<file path="src/rtl/rr_pkg.sv">
`default_nettype none
// ============================================================================
// Module      : rr_pkg
// Description : Shared types, default constants and width helpers for the
//               RR interval unit and its sequential divider.
// Revision    : 1.0 - initial parametrised release
// ============================================================================
package rr_pkg;

    // Default rates and windows for a 360 Hz ECG front end
    localparam int RR_DEF_FS      = 360;
    localparam int RR_DEF_REFRACT = 72;
    localparam int RR_DEF_MAX_RR  = 1080;

    // Controller states: wait for a peak, divide, publish, update average
    typedef enum logic [1:0] {
        ST_IDLE = 2'd0,
        ST_DIV  = 2'd1,
        ST_OUT  = 2'd2,
        ST_AVG  = 2'd3
    } rr_state_t;

    // Width of a {sign, integer, fraction} result word
    function automatic int rr_res_w(input int int_w, input int frac_w);
        return 1 + int_w + frac_w;
    endfunction

    // Ceiling log2, usable in constant expressions
    function automatic int rr_clog2(input int value);
        int result;
        result = 0;
        while ((1 << result) < value) begin
            result = result + 1;
        end
        return result;
    endfunction

endpackage
`default_nettype wire

</file>
<file path="src/rtl/seq_divider.sv">
`default_nettype none
// ============================================================================
// Module      : seq_divider
// Description : Restoring divider, one quotient bit per clock. Produces the
//               low Q_W bits of dividend/divisor and saturates to all ones
//               when the true quotient does not fit in Q_W bits.
// Revision    : 1.0 - initial release
// ============================================================================
module seq_divider
    import rr_pkg::*;
#(
    parameter int DVD_W = 27,
    parameter int DVS_W = 16,
    parameter int Q_W   = 15
) (
    input  logic             clk,
    input  logic             rst,
    input  logic             start,
    input  logic [DVD_W-1:0] dividend,
    input  logic [DVS_W-1:0] divisor,
    output logic             done,
    output logic [Q_W-1:0]   quotient
);

    // The dividend bits above the quotient window seed the remainder
    localparam int H_W   = DVD_W - Q_W;
    localparam int CMP_W = (H_W > DVS_W) ? H_W : DVS_W;
    localparam int STP_W = rr_clog2(Q_W + 1);
    localparam logic [STP_W-1:0] c_last = STP_W'(Q_W - 1);

    logic [DVS_W-1:0] r_rem;
    logic [DVS_W-1:0] r_dvs;
    logic [Q_W-1:0]   r_lo;
    logic [Q_W-1:0]   r_quo;
    logic [STP_W-1:0] r_cnt;
    logic             r_busy;
    logic             r_done;
    logic             r_ovf;

    logic             w_ovf;
    logic [DVS_W-1:0] w_rem_in;
    logic             w_bit_in;
    logic [DVS_W-1:0] w_dvs;
    logic [DVS_W:0]   w_trial;
    logic             w_fits;
    logic [DVS_W-1:0] w_rem_nxt;
    logic [Q_W-1:0]   w_quo_base;
    logic             w_last;

    // First step runs in the start cycle straight from the inputs, so the
    // quotient is ready exactly Q_W clocks after start.
    always_comb begin
        w_ovf      = CMP_W'(dividend[DVD_W-1:Q_W]) >= CMP_W'(divisor);
        w_rem_in   = start ? DVS_W'(dividend[DVD_W-1:Q_W]) : r_rem;
        w_bit_in   = start ? dividend[Q_W-1] : r_lo[Q_W-1];
        w_dvs      = start ? divisor : r_dvs;
        w_trial    = {w_rem_in, w_bit_in};
        w_fits     = w_trial >= {1'b0, w_dvs};
        w_rem_nxt  = DVS_W'(w_fits ? (w_trial - {1'b0, w_dvs}) : w_trial);
        w_quo_base = start ? '0 : r_quo;
        w_last     = start ? (c_last == '0) : (r_cnt == c_last);
    end

    // Shift/subtract iteration and done strobe
    always_ff @(posedge clk or posedge rst) begin
        if (rst) begin
            r_rem  <= '0;
            r_dvs  <= '0;
            r_lo   <= '0;
            r_quo  <= '0;
            r_cnt  <= '0;
            r_busy <= 1'b0;
            r_done <= 1'b0;
            r_ovf  <= 1'b0;
        end else begin
            r_done <= 1'b0;
            if (start || r_busy) begin
                r_rem <= w_rem_nxt;
                r_quo <= (w_quo_base << 1) | Q_W'(w_fits);
                r_lo  <= (start ? dividend[Q_W-1:0] : r_lo) << 1;
                if (start) begin
                    r_dvs <= divisor;
                    r_ovf <= w_ovf;
                    r_cnt <= STP_W'(1);
                end else begin
                    r_cnt <= r_cnt + 1'b1;
                end
                if (w_last) begin
                    r_busy <= 1'b0;
                    r_done <= 1'b1;
                end else begin
                    r_busy <= 1'b1;
                end
            end
        end
    end

    assign done     = r_done;
    assign quotient = r_ovf ? '1 : r_quo;

endmodule
`default_nettype wire

</file>
<file path="src/rtl/rr_interval_unit.sv">
`default_nettype none
// ============================================================================
// Module      : rr_interval_unit
// Description : Measures samples between qualified R-peak rising edges and
//               converts them to seconds (sign/int/frac fixed point) with a
//               sequential divider. Adds refractory rejection, timeout
//               detection, saturation and a running average.
// Revision    : 1.0 - parametrised successor of the single-channel unit
// ============================================================================
module rr_interval_unit
    import rr_pkg::*;
#(
    parameter int FS        = RR_DEF_FS,
    parameter int CNT_W     = 16,
    parameter int INT_W     = 4,
    parameter int FRAC_W    = 11,
    parameter int AVG_DEPTH = 8,
    parameter int REFRACT   = RR_DEF_REFRACT,
    parameter int MAX_RR    = RR_DEF_MAX_RR
) (
    input  logic                                clk,
    input  logic                                rst,
    input  logic                                sample_en,
    input  logic                                peak_detected,
    output logic [rr_res_w(INT_W, FRAC_W)-1:0]  rr_interval,
    output logic                                rr_valid,
    output logic [rr_res_w(INT_W, FRAC_W)-1:0]  rr_avg,
    output logic                                avg_valid,
    output logic                                busy,
    output logic                                artifact,
    output logic                                timeout
);

    localparam int Q_W     = INT_W + FRAC_W;
    localparam int AVG_LOG = rr_clog2(AVG_DEPTH);
    localparam int SUM_W   = Q_W + AVG_LOG;
    localparam int FILL_W  = rr_clog2(AVG_DEPTH + 1);
    localparam int DVD_W   = CNT_W + FRAC_W;

    localparam logic [CNT_W-1:0]  c_refract = CNT_W'(REFRACT);
    localparam logic [CNT_W-1:0]  c_max     = CNT_W'(MAX_RR);
    localparam logic [CNT_W-1:0]  c_sat     = CNT_W'(MAX_RR + 1);
    localparam logic [CNT_W-1:0]  c_fs      = CNT_W'(FS);
    localparam logic [FILL_W-1:0] c_depth   = FILL_W'(AVG_DEPTH);

    rr_state_t          r_state;
    logic               r_prev;
    logic               r_armed;
    logic [CNT_W-1:0]   r_elapsed;
    logic [Q_W-1:0]     r_buf [AVG_DEPTH];
    logic [AVG_LOG-1:0] r_wr_ptr;
    logic [FILL_W-1:0]  r_fill;
    logic [SUM_W-1:0]   r_sum;

    logic               w_edge;
    logic               w_busy;
    logic               w_arm;
    logic               w_accept;
    logic               w_clear;
    logic               w_artifact;
    logic               w_hit;
    logic               w_div_done;
    logic [Q_W-1:0]     w_div_q;
    logic [Q_W-1:0]     w_new;
    logic [SUM_W-1:0]   w_sum_nxt;
    logic [FILL_W-1:0]  w_fill_nxt;

    // Classify each rising edge: arm, accept, or reject as an artifact
    always_comb begin
        w_edge     = peak_detected & ~r_prev;
        w_busy     = (r_state != ST_IDLE);
        w_arm      = w_edge && !w_busy && !r_armed;
        w_accept   = w_edge && !w_busy && r_armed &&
                     (r_elapsed >= c_refract) && (r_elapsed <= c_max);
        w_artifact = w_edge && (w_busy || (r_armed && (r_elapsed < c_refract)));
        // A refractory artifact keeps counting from the previous good peak
        w_clear    = w_edge && (w_busy || !r_armed || w_accept);
        w_hit      = sample_en && (r_elapsed == c_max) && !w_clear;
        w_new      = rr_interval[Q_W-1:0];
        w_sum_nxt  = r_sum - SUM_W'(r_buf[r_wr_ptr]) + SUM_W'(w_new);
        w_fill_nxt = (r_fill == c_depth) ? r_fill : (r_fill + 1'b1);
    end

    seq_divider #(
        .DVD_W (DVD_W),
        .DVS_W (CNT_W),
        .Q_W   (Q_W)
    ) u_div (
        .clk      (clk),
        .rst      (rst),
        .start    (w_accept),
        .dividend ({r_elapsed, {FRAC_W{1'b0}}}),
        .divisor  (c_fs),
        .done     (w_div_done),
        .quotient (w_div_q)
    );

    // Sample counter, arming/timeout tracking and the control FSM
    always_ff @(posedge clk or posedge rst) begin
        if (rst) begin
            r_state     <= ST_IDLE;
            r_prev      <= 1'b0;
            r_armed     <= 1'b0;
            r_elapsed   <= '0;
            r_wr_ptr    <= '0;
            r_fill      <= '0;
            r_sum       <= '0;
            rr_interval <= '0;
            rr_valid    <= 1'b0;
            rr_avg      <= '0;
            avg_valid   <= 1'b0;
            artifact    <= 1'b0;
            timeout     <= 1'b0;
            for (int i = 0; i < AVG_DEPTH; i++) begin
                r_buf[i] <= '0;
            end
        end else begin
            r_prev    <= peak_detected;
            rr_valid  <= 1'b0;
            avg_valid <= 1'b0;
            artifact  <= w_artifact;

            // Clearing wins over a same-cycle sample so the latched value
            // is the pre-increment count and counting restarts at zero
            if (w_clear) begin
                r_elapsed <= '0;
            end else if (sample_en && (r_elapsed != c_sat)) begin
                r_elapsed <= r_elapsed + 1'b1;
            end

            if (w_arm) begin
                r_armed <= 1'b1;
            end

            case (r_state)
                ST_IDLE: begin
                    if (w_accept) begin
                        r_state <= ST_DIV;
                    end
                end
                ST_DIV: begin
                    if (w_div_done) begin
                        r_state <= ST_OUT;
                    end
                end
                ST_OUT: begin
                    rr_interval <= {1'b0, w_div_q};
                    rr_valid    <= 1'b1;
                    timeout     <= 1'b0;
                    r_state     <= ST_AVG;
                end
                ST_AVG: begin
                    // Buffer starts zeroed, so subtracting the slot is
                    // harmless while it is still filling
                    r_buf[r_wr_ptr] <= w_new;
                    r_sum           <= w_sum_nxt;
                    r_wr_ptr        <= r_wr_ptr + 1'b1;
                    r_fill          <= w_fill_nxt;
                    if (w_fill_nxt == c_depth) begin
                        avg_valid <= 1'b1;
                        rr_avg    <= {1'b0, w_sum_nxt[SUM_W-1:AVG_LOG]};
                    end
                    r_state <= ST_IDLE;
                end
                default: begin
                    r_state <= ST_IDLE;
                end
            endcase

            // Counter reaching MAX_RR+1 means the rhythm was lost
            if (w_hit) begin
                timeout <= 1'b1;
                r_armed <= 1'b0;
            end
        end
    end

    assign busy = (r_state != ST_IDLE);

endmodule
`default_nettype wire
</file>
<file path="config.mk">
export PLATFORM = sky130hd
export DESIGN_NAME = rr_interval_unit
export DESIGN_NICKNAME = d
export VERILOG_FILES = /design/src/rtl/rr_pkg.sv /design/src/rtl/seq_divider.sv /design/src/rtl/rr_interval_unit.sv
export SDC_FILE = /design/constraint.sdc
export NUM_CORES = 1
export LEC_CHECK = 0
export ABC_AREA = 1
export BUFFER_PORTS_ARGS = -buffer_cell sky130_fd_sc_hd__buf_2
export CAP_MARGIN = 20
export CORE_AREA = 5 5 164 166
export CTS_CLUSTER_DIAMETER = 120
export DETAILED_ROUTE_END_ITERATION = 6
export DIE_AREA = 0 0 169 171
export PLACE_DENSITY = 0.71
export REMOVE_ABC_BUFFERS = 1
export SKIP_CTS_REPAIR_TIMING = 1
export SLEW_MARGIN = 10
export SYNTH_ARGS = -nofsm -noshare
export SYNTH_HDL_FRONTEND = slang
export SYNTH_SLANG_ARGS = --single-unit
export TNS_END_PERCENT = 50
</file>
<file path="constraint.sdc">
create_clock -name clk -period 10 [get_ports clk]
set_input_delay 1 -clock clk [delete_from_list [all_inputs] [get_ports clk]]
set_output_delay 1 -clock clk [all_outputs]
set_load 0.02 [all_outputs]
</file>
==> impl_metrics.ini, run 1 <==
[setup_path]
worst-path-buf-inv = 4
cpMostUsedCell = sky130_fd_sc_hd__nand2_1
setup.reg_to_reg.worst_slack_ns = 5.40
worst_path_largest_cell_delay_ns = 0.47
family_with_the_most_delay_on_the_worst_path = simple AND/OR/NAND/NOR gates
path_class = reg2reg
cells_along_the_critical_path = inv_1, ha_1, inv_2, nor2_1, nand2_1, a21oi_4, nand2_4, inv_1, nor2_1, ha_1, nand2_1, inv_1, a21oi_1, nand2_1, nand2_1, nand2_1, nand2_1, nand3_4, nand2_1, nand2_1, nand2_1, nand2_1
timing.critical_path.to_type = register
critPathRequiredTime_ns = 10.42
critical_path.slowest_cell = sky130_fd_sc_hd__nand2_1
arrival_ns = 5.02
critical_path.startpoint_type = register
crit_path_max_fanout = 56

[clocking]
cts_made_buffers = 28
path_clk_slew_ns = 0.06
cts-root-buf = sky130_fd_sc_hd__clkbuf_16
cts_tree = yes
tritoncts_num_sinks = 256
level_count_of_the_clock_h_tree = 1
clock_path_buffers = 3
insertion_delay_ns = 0.54

[drt]
wl_um = 31500
drt-wirelength-per-cell_um = 15.5
detail_route.first_pass.iterations = 5
drt_iter0_markers = 809
drt.antenna.violating_nets = 0
avgViaCountPerCell = 5.40
route.vias.total = 11000
drt_drc_violations_left = 0

[timing]
drv_slew = 0
setup_tns_ns = 0
max_clock_freq_mhz = 217
min_period_ns = 4.60
unrepaired_setup_endpoints_after_global_routing = no
worst_slew_margin_rel = 0.298
finalCritPeriodShare = 0.460
finalHoldViolCount = 0
worst_pin_slew_ns = 1.05
finalSetupViolCount = 0
worst_clock_skew_ns = 0.0110

[die]
floorplan.die.height_um = 171
ioPinCount = 41
num_rows = 59
die_width_um = 169
die_area_mm2 = 0.0289
initial_utilization = 0.535
core_area_mm2 = 0.0255

[run]
max_cap_violations = 0

[synth]
yosysWarningCount = 0
synth_cells = 1667
synth_area_mm2 = 0.0136
synthTopCellsByArea = sky130_fd_sc_hd__dfrtp_1 (47%), sky130_fd_sc_hd__nand2_1 (12%), sky130_fd_sc_hd__o21ai_0 (7.9%)
synth.avg_cell_area_um2 = 8.17
synth.distinct_cells = 50
ys_seq_elements = 256
synth_seq_area_share = 0.470
synth.largest_area_cell = sky130_fd_sc_hd__dfrtp_1
netlist.area_leader.share = 0.470

[hold_path]
worstHoldPathType = reg2reg

[placed_design]
gp_congestion = 0.939
place_inst = 1980
placement.io_buffers = 38
place.detailed.hpwl_um = 21800

[global_routing]
globalRouteTotalUtil = 0.224
antenna_violations_before_repair = 0
grt_max_degree = 111
grt_first_pass_wirelength_um = 53800
first_global_vias = 10700
gr-total-overflow = 0

[cells_and_area]
antenna_cells_inserted = 0
areaGrowthSynthToFinish_pct = 9.94
layout-drive-gt1-share = 0.0747
most_common_cell_after_layout_fill_and_taps_aside = sky130_fd_sc_hd__nand2_1
final_cell_mix = sky130_fd_sc_hd__nand2_1 (420), sky130_fd_sc_hd__dfrtp_1 (255), sky130_fd_sc_hd__o21ai_0 (216)
finalNonFillerCells = 2034
nNetsFinal = 1744
fillCellCount = 2347

[run_status]
outcome = finished clean
final timing paths:
check	from	cells past startpoint	to
worst max-delay path	r_state[0]	22	u_div.r_rem[13]
worst min-delay path	u_div.r_dvs[6]	2	u_div.r_dvs[6]
worst max register to register	r_state[0]	22	u_div.r_rem[13]
worst min register to register	u_div.r_dvs[6]	2	u_div.r_dvs[6]
max in group asynchronous	rst	3	r_buf[74]
min in group asynchronous	rst	2	artifact
registers in the layout, indices dropped and copies added, names as in the netlist, 2 cells and up:
name	flops
rr_avg	15
u_div.r_quo	15
u_div.r_cnt	4
rr_interval	15
r_sum	18
u_div.r_rem	16
r_state	2
r_buf	120
r_elapsed	16
r_wr_ptr	3
u_div.r_dvs	16
r_fill	4
u_div.r_lo	3
cell type report:
class	count	area, um^2	share of cell area
clock inverters	11	124	0.00827
inverters	217	822	0.0549
flip-flops and latches	256	6410	0.428
multi-input cells	1125	6070	0.405
well taps	335	419	0.0280
repair buffers	49	300	0.0201
clock buffers	41	831	0.0555
through the flow:
stage          hold WS, ns  utilization  area [um^2]  setup slack, ns
6_report             0.455        0.588        15000             5.40
5_1_grt              0.486        0.588        15000             5.04
4_1_cts              0.451        0.586        14900             5.42
3_5_place_dp         0.435        0.549        14000             5.10
3_3_place_gp         0.438        0.549        14000             5.18
2_1_floorplan        0.420            -        13300             1.96
worst reg2reg max path: cells and delay by family, from the launching register on:
family / cells / cell delay [ns]
buffers and inverters: 4 / 0.70
adders and majority gates: 2 / 0.63
AOI/OAI and AO/OA: 2 / 0.41
and+or+nand+nor: 14 / 2.33
DFF: 1 / 0.41
per-layer routing:
layer | routed length (um) | up-vias | track usage
met1 | 14300 | 5282 | 0.309
met2 | 15400 | 224 | 0.384
met3 | 1290 | 45 | 0.0287
met5 | 0 | - | 0
met4 | 593 | 0 | 0.0490
li1 | - | 5438 | -
synthesized netlist by cell type, drive strengths merged:
cell,number
or2,4
a21oi,41
nor3,13
nand2,429
a31oi,2
a221oi,1
xnor2,8
nor3b,1
dfrtp,256
nor2,99
and3,1
clkbuf,47
o21ai,226
inv,202
a22oi,15
clkinv,15
and2,1
fa,16
o22ai,1
buf,23
o211ai,16
xor2,19
o21a,30
nand3b,9
a211oi,3
nand3,103
nor4,2
a21boi,1
o21bai,1
conb,1
nand4,17
ha,47
o2111ai,14
o31ai,1
a21o,2
cell families after synthesis:
kind of cell | after synthesis | share of synthesized area
compound gates | 354 | 0.150
xor+xnor | 27 | 0.0174
fa+ha+maj | 63 | 0.0667
buf+inv | 287 | 0.0846
flops | 256 | 0.470
other cells | 1 | 0.000275
simple gates | 679 | 0.211
Power of run 1 is left out: the tool's default activity adds up to more than one toggle a clock period on the data nets, which glitch-free logic cannot reach.
==> run 2: changes to the inputs <==
--- a/config.mk
+++ b/config.mk
@@ -12,7 +12,7 @@
 export CTS_CLUSTER_DIAMETER = 120
 export DETAILED_ROUTE_END_ITERATION = 6
 export DIE_AREA = 0 0 169 171
-export PLACE_DENSITY = 0.71
+export PLACE_DENSITY = 0.74
 export REMOVE_ABC_BUFFERS = 1
 export SKIP_CTS_REPAIR_TIMING = 1
 export SLEW_MARGIN = 10
==> constraint.sdc (replaced) <==
create_clock -name clk -period 4 [get_ports clk]
set_input_delay 0.4 -clock clk [delete_from_list [all_inputs] [get_ports clk]]
set_output_delay 0.4 -clock clk [all_outputs]
set_load 0.02 [all_outputs]
==> impl_metrics.ini, run 2 (same netlist as run 1, synthesis figures left out) <==
[cells_and_area]
layout-drive-gt1-share = 0.0767
fillCellCount = 2301
finalNonFillerCells = 2042
top_flop_regs = r_buf (120), r_sum (18)
antenna_cells_inserted = 0
most_flops_register = r_buf
number_of_flip_flops_in_the_largest_register = 120
sequential_cell_area_mm2 = 0.00641
areaGrowthSynthToFinish_pct = 10.5
most_common_cell_after_layout_fill_and_taps_aside = sky130_fd_sc_hd__nand2_1
final_cell_mix = sky130_fd_sc_hd__nand2_1 (420), sky130_fd_sc_hd__dfrtp_1 (255), sky130_fd_sc_hd__o21ai_0 (216)
nNetsFinal = 1754
multi_input_comb_area_mm2 = 0.00608

[die]
ioPinCount = 41
initial_utilization = 0.535
core_area_mm2 = 0.0255
num_rows = 59
die_area_mm2 = 0.0289
floorplan.die.height_um = 171
die_width_um = 169

[setup_path]
arrival_ns = 4.06
worst-path-buf-inv = 4
family_with_the_most_delay_on_the_worst_path = compound AO/OA/AOI/OAI gates
timing.critical_path.to_type = register
crit_path_max_fanout = 14
critical_path.slowest_cell = sky130_fd_sc_hd__o21ai_0
critical_path.startpoint_type = register
ff2ff_path_depth = 18
setup.reg_to_reg.worst_slack_ns = 0.35
cp-startpoint = r_wr_ptr[0]
worstSetupEndpoint = r_sum[10]
worst_path_largest_cell_delay_ns = 0.43
timing.rr.end = r_sum[10]
cells_along_the_critical_path = inv_1, o21a_1, o21ai_0, o2111ai_1, ha_1, inv_1, ha_1, inv_1, fa_1, inv_1, nand2_1, o21ai_0, nand3_1, nand2_1, nand2_1, nand2_1, xnor2_1, o21ai_0
critPathRequiredTime_ns = 4.41
path_class = reg2reg
cp_num_cells = 18
r2r_start = r_wr_ptr[0]

[timing]
min_period_ns = 3.66
hold-worst-slack_ns = 0.0576
worst_pin_slew_ns = 1.02
fin_ws_ns = 0.345
max_clock_freq_mhz = 274
finalSetupViolCount = 0
finalCritPeriodShare = 0.914
drv_slew = 0
worst_clock_skew_ns = 0.0220
unrepaired_setup_endpoints_after_global_routing = no
finalHoldViolCount = 0
worst_slew_margin_rel = 0.317
setup_tns_ns = 0

[drt]
drt_iter0_markers = 975
avgViaCountPerCell = 5.40
detail_route.first_pass.iterations = 6
wl_um = 31200
drt_drc_violations_left = 0
drt.antenna.violating_nets = 0
route.vias.total = 11000
drt-wirelength-per-cell_um = 15.3

[placed_design]
place_inst = 1988
gp_congestion = 0.879
placement.io_buffers = 38
place.detailed.hpwl_um = 22000
pre_cts_ws_ns = 0.395

[clocking]
path_clk_slew_ns = 0.06
insertion_delay_ns = 0.54
cts-root-buf = sky130_fd_sc_hd__clkbuf_16
cts_made_buffers = 28
clock_path_buffers = 3
cts_tree = yes
level_count_of_the_clock_h_tree = 1
tritoncts_num_sinks = 256

[global_routing]
grt_first_pass_wirelength_um = 53500
antenna_violations_before_repair = 0
globalRouteTotalUtil = 0.221
gr-total-overflow = 0
grt_max_degree = 127
first_global_vias = 10900

[hold_path]
worstHoldPathType = in2async

[run]
max_cap_violations = 0

[run_status]
outcome = finished clean
[run 2: cell types whose count changed in the layout (fill, tap and decap cells not counted), sizes merged]
cell and change:
buf +8, dlygate4sd3 +1, inv -3, clkinv -3, clkbuf +4, nand3 +1
[run 2: layer usage]
layer / up-vias / wire length [um] / global-route usage
met4: 0 / 925 / 0.0683
met5: - / 0 / 0
met2: 256 / 15300 / 0.382
li1: 5449 / - / -
met3: 55 / 1550 / 0.0374
met1: 5271 / 13400 / 0.287
[run 2: how the worst min path moves through the flow]
stage                   startpoint              to  slack, ns  depth (start not counted)
floorplan           u_div.r_dvs[3]  u_div.r_dvs[3]       0.42                          2
global placement    u_div.r_dvs[6]  u_div.r_dvs[6]       0.44                          2
detailed placement  u_div.r_dvs[6]  u_div.r_dvs[6]       0.44                          2
CTS                  peak_detected          r_prev      -0.04                          1
global route                   rst        r_buf[5]       0.12                          2
finish                         rst        r_buf[2]       0.06                          2
[run 2: layout make-up]
type | count | area share
Sequential cell | 256 | 0.426
Multi-Input combinational cell | 1126 | 0.404
Clock buffer | 45 | 0.0562
Inverter | 217 | 0.0549
Tap cell | 335 | 0.0278
Timing Repair Buffer | 58 | 0.0260
Clock inverter | 5 | 0.00540
[run 2: worst reg2reg max path: stages, from the launching register on]
cell and delay, ns:
sky130_fd_sc_hd__dfrtp_2 0.42, sky130_fd_sc_hd__inv_1 0.41, sky130_fd_sc_hd__o21a_1 0.20, sky130_fd_sc_hd__o21ai_0 0.07, sky130_fd_sc_hd__o2111ai_1 0.12, sky130_fd_sc_hd__ha_1 0.28, sky130_fd_sc_hd__inv_1 0.07, sky130_fd_sc_hd__ha_1 0.21
sky130_fd_sc_hd__inv_1 0.07, sky130_fd_sc_hd__fa_1 0.39, sky130_fd_sc_hd__inv_1 0.09, sky130_fd_sc_hd__nand2_1 0.06, sky130_fd_sc_hd__o21ai_0 0.43, sky130_fd_sc_hd__nand3_1 0.12, sky130_fd_sc_hd__nand2_1 0.15, sky130_fd_sc_hd__nand2_1 0.06
sky130_fd_sc_hd__nand2_1 0.07, sky130_fd_sc_hd__xnor2_1 0.17, sky130_fd_sc_hd__o21ai_0 0.12
[run 2: stage by stage]
step / util / area, um^2
final: 0.591 / 15100
after global routing: 0.591 / 15100
after global placement: 0.553 / 14100
after CTS: 0.589 / 15000
after floorplan: - / 13300
after detailed placement: 0.553 / 14100
Power of run 2 is left out for the same reason.
==> run 3: changes to the inputs <==
--- a/config.mk
+++ b/config.mk
@@ -13,10 +13,9 @@
 export DETAILED_ROUTE_END_ITERATION = 6
 export DIE_AREA = 0 0 169 171
 export PLACE_DENSITY = 0.74
-export REMOVE_ABC_BUFFERS = 1
 export SKIP_CTS_REPAIR_TIMING = 1
 export SLEW_MARGIN = 10
 export SYNTH_ARGS = -nofsm -noshare
 export SYNTH_HDL_FRONTEND = slang
 export SYNTH_SLANG_ARGS = --single-unit
-export TNS_END_PERCENT = 50
+export TNS_END_PERCENT = 100
==> impl_metrics.ini, run 3 (same netlist as run 1, synthesis figures left out) <==
[die]
ioPinCount = 41
die_area_mm2 = 0.0289
num_rows = 59
die_width_um = 169
floorplan.die.height_um = 171
initial_utilization = 0.535
core_area_mm2 = 0.0255

[timing]
drv_slew = 0
finalHoldViolCount = 0
setup_tns_ns = 0
finalSetupViolCount = 0
finalCritPeriodShare = 0.909
unrepaired_setup_endpoints_after_global_routing = no
worst_pin_slew_ns = 1.02
worst_clock_skew_ns = 0.0304
worst_slew_margin_rel = 0.319
min_period_ns = 3.64
max_clock_freq_mhz = 275

[cells_and_area]
number_of_flip_flops_in_the_largest_register = 120
layout-drive-gt1-share = 0.0835
layout.core_utilization = 0.595
antenna_cells_inserted = 0
most_flops_register = r_buf
most_common_cell_after_layout_fill_and_taps_aside = sky130_fd_sc_hd__nand2_1
nNetsFinal = 1757
final_cell_mix = sky130_fd_sc_hd__nand2_1 (420), sky130_fd_sc_hd__dfrtp_1 (255), sky130_fd_sc_hd__o21ai_0 (216)
areaGrowthSynthToFinish_pct = 11.2
top_flop_regs = r_buf (120), r_sum (18)

[setup_path]
worst_path_largest_cell_delay_ns = 0.51
family_with_the_most_delay_on_the_worst_path = adder cells
timing.rr.end = r_sum[10]
crit_path_max_fanout = 16
ff2ff_path_depth = 15
timing.critical_path.to_type = register
path_class = reg2reg
worst-path-buf-inv = 2
critical_path.startpoint_type = register
setup.reg_to_reg.worst_slack_ns = 0.36
cpMostUsedCell = sky130_fd_sc_hd__nand2_1
arrival_ns = 4.05
cells_along_the_critical_path = nand2_1, inv_1, o211ai_1, o2111ai_1, fa_1, fa_1, inv_1, nand2_1, o21ai_0, nand3_1, nand2_1, nand2_1, nand2_1, xnor2_1, o21ai_0
r2r_start = r_wr_ptr[2]
critPathRequiredTime_ns = 4.41
critical_path.slowest_cell = sky130_fd_sc_hd__fa_1

[placed_design]
placement.io_buffers = 38
gp_congestion = 0.927
place.detailed.hpwl_um = 22400

[clocking]
level_count_of_the_clock_h_tree = 1
clock_path_buffers = 3
cts-root-buf = sky130_fd_sc_hd__clkbuf_16
insertion_delay_ns = 0.56
cts_made_buffers = 29
tritoncts_num_sinks = 256
cts_tree = yes
path_clk_slew_ns = 0.06

[global_routing]
first_global_vias = 11100
gr-total-overflow = 0
grt_max_degree = 169
globalRouteTotalUtil = 0.228
antenna_violations_before_repair = 0
grt_first_pass_wirelength_um = 54400

[drt]
wl_um = 32500
avgViaCountPerCell = 5.47
route.vias.total = 11200
drt_iter0_markers = 833
drt-wirelength-per-cell_um = 15.9
drt_drc_violations_left = 0
drt.antenna.violating_nets = 0
detail_route.first_pass.iterations = 5

[run]
max_cap_violations = 0

[run_status]
outcome = finished clean

[hold_path]
worstHoldPathType = in2async
==> run 3: worst max-delay path by stage <==
stage	start	endpoint	slack, ns	depth (start not counted)
finish	r_wr_ptr[2]	r_sum[10]	0.36	15
global route	r_state[0]	u_div.r_rem[8]	0.03	23
CTS	r_state[1]	u_div.r_rem[14]	0.33	23
detailed placement	r_state[1]	u_div.r_rem[14]	0.33	23
global placement	r_wr_ptr[0]	rr_avg[14]	0.43	17
floorplan	rst	artifact	0.23	1
==> run 3: cell type report <==
cell class	count	area, um^2
well taps	335	419
repair buffers	61	410
clock buffers	35	778
fillers	2260	10300
clock inverters	19	241
multi-input cells	1125	6070
flip-flops and latches	256	6410
inverters	217	822
==> run 3: layer usage <==
metal	wire length, um	vias up	global-route usage
met5	0	-	0
met4	1330	0	0.0917
met3	1300	86	0.0256
met2	16100	278	0.401
met1	13800	5387	0.288
li1	-	5461	-
==> run 3: tightest hold or removal path, delay by kind of cell <==
| family | cells | cell delay, ns |
|---|---|---|
| buffers and inverters | 3 | 0.56 |
==> run 3: metrics by stage <==
step / setup slack [ns] / hold slack (ns) / cells / cell area, um^2
4_1_cts: 0.333 / -0.0320 / 2043 / 15100
3_3_place_gp: 0.429 / 0.443 / 1989 / 14100
5_1_grt: 0.0312 / 0.0546 / 2048 / 15100
3_5_place_dp: 0.329 / 0.439 / 1989 / 14100
6_report: 0.363 / 0.0128 / 2048 / 15100
2_1_floorplan: 0.228 / 0.420 / 1668 / 13600
Power of run 3 is left out for the same reason.
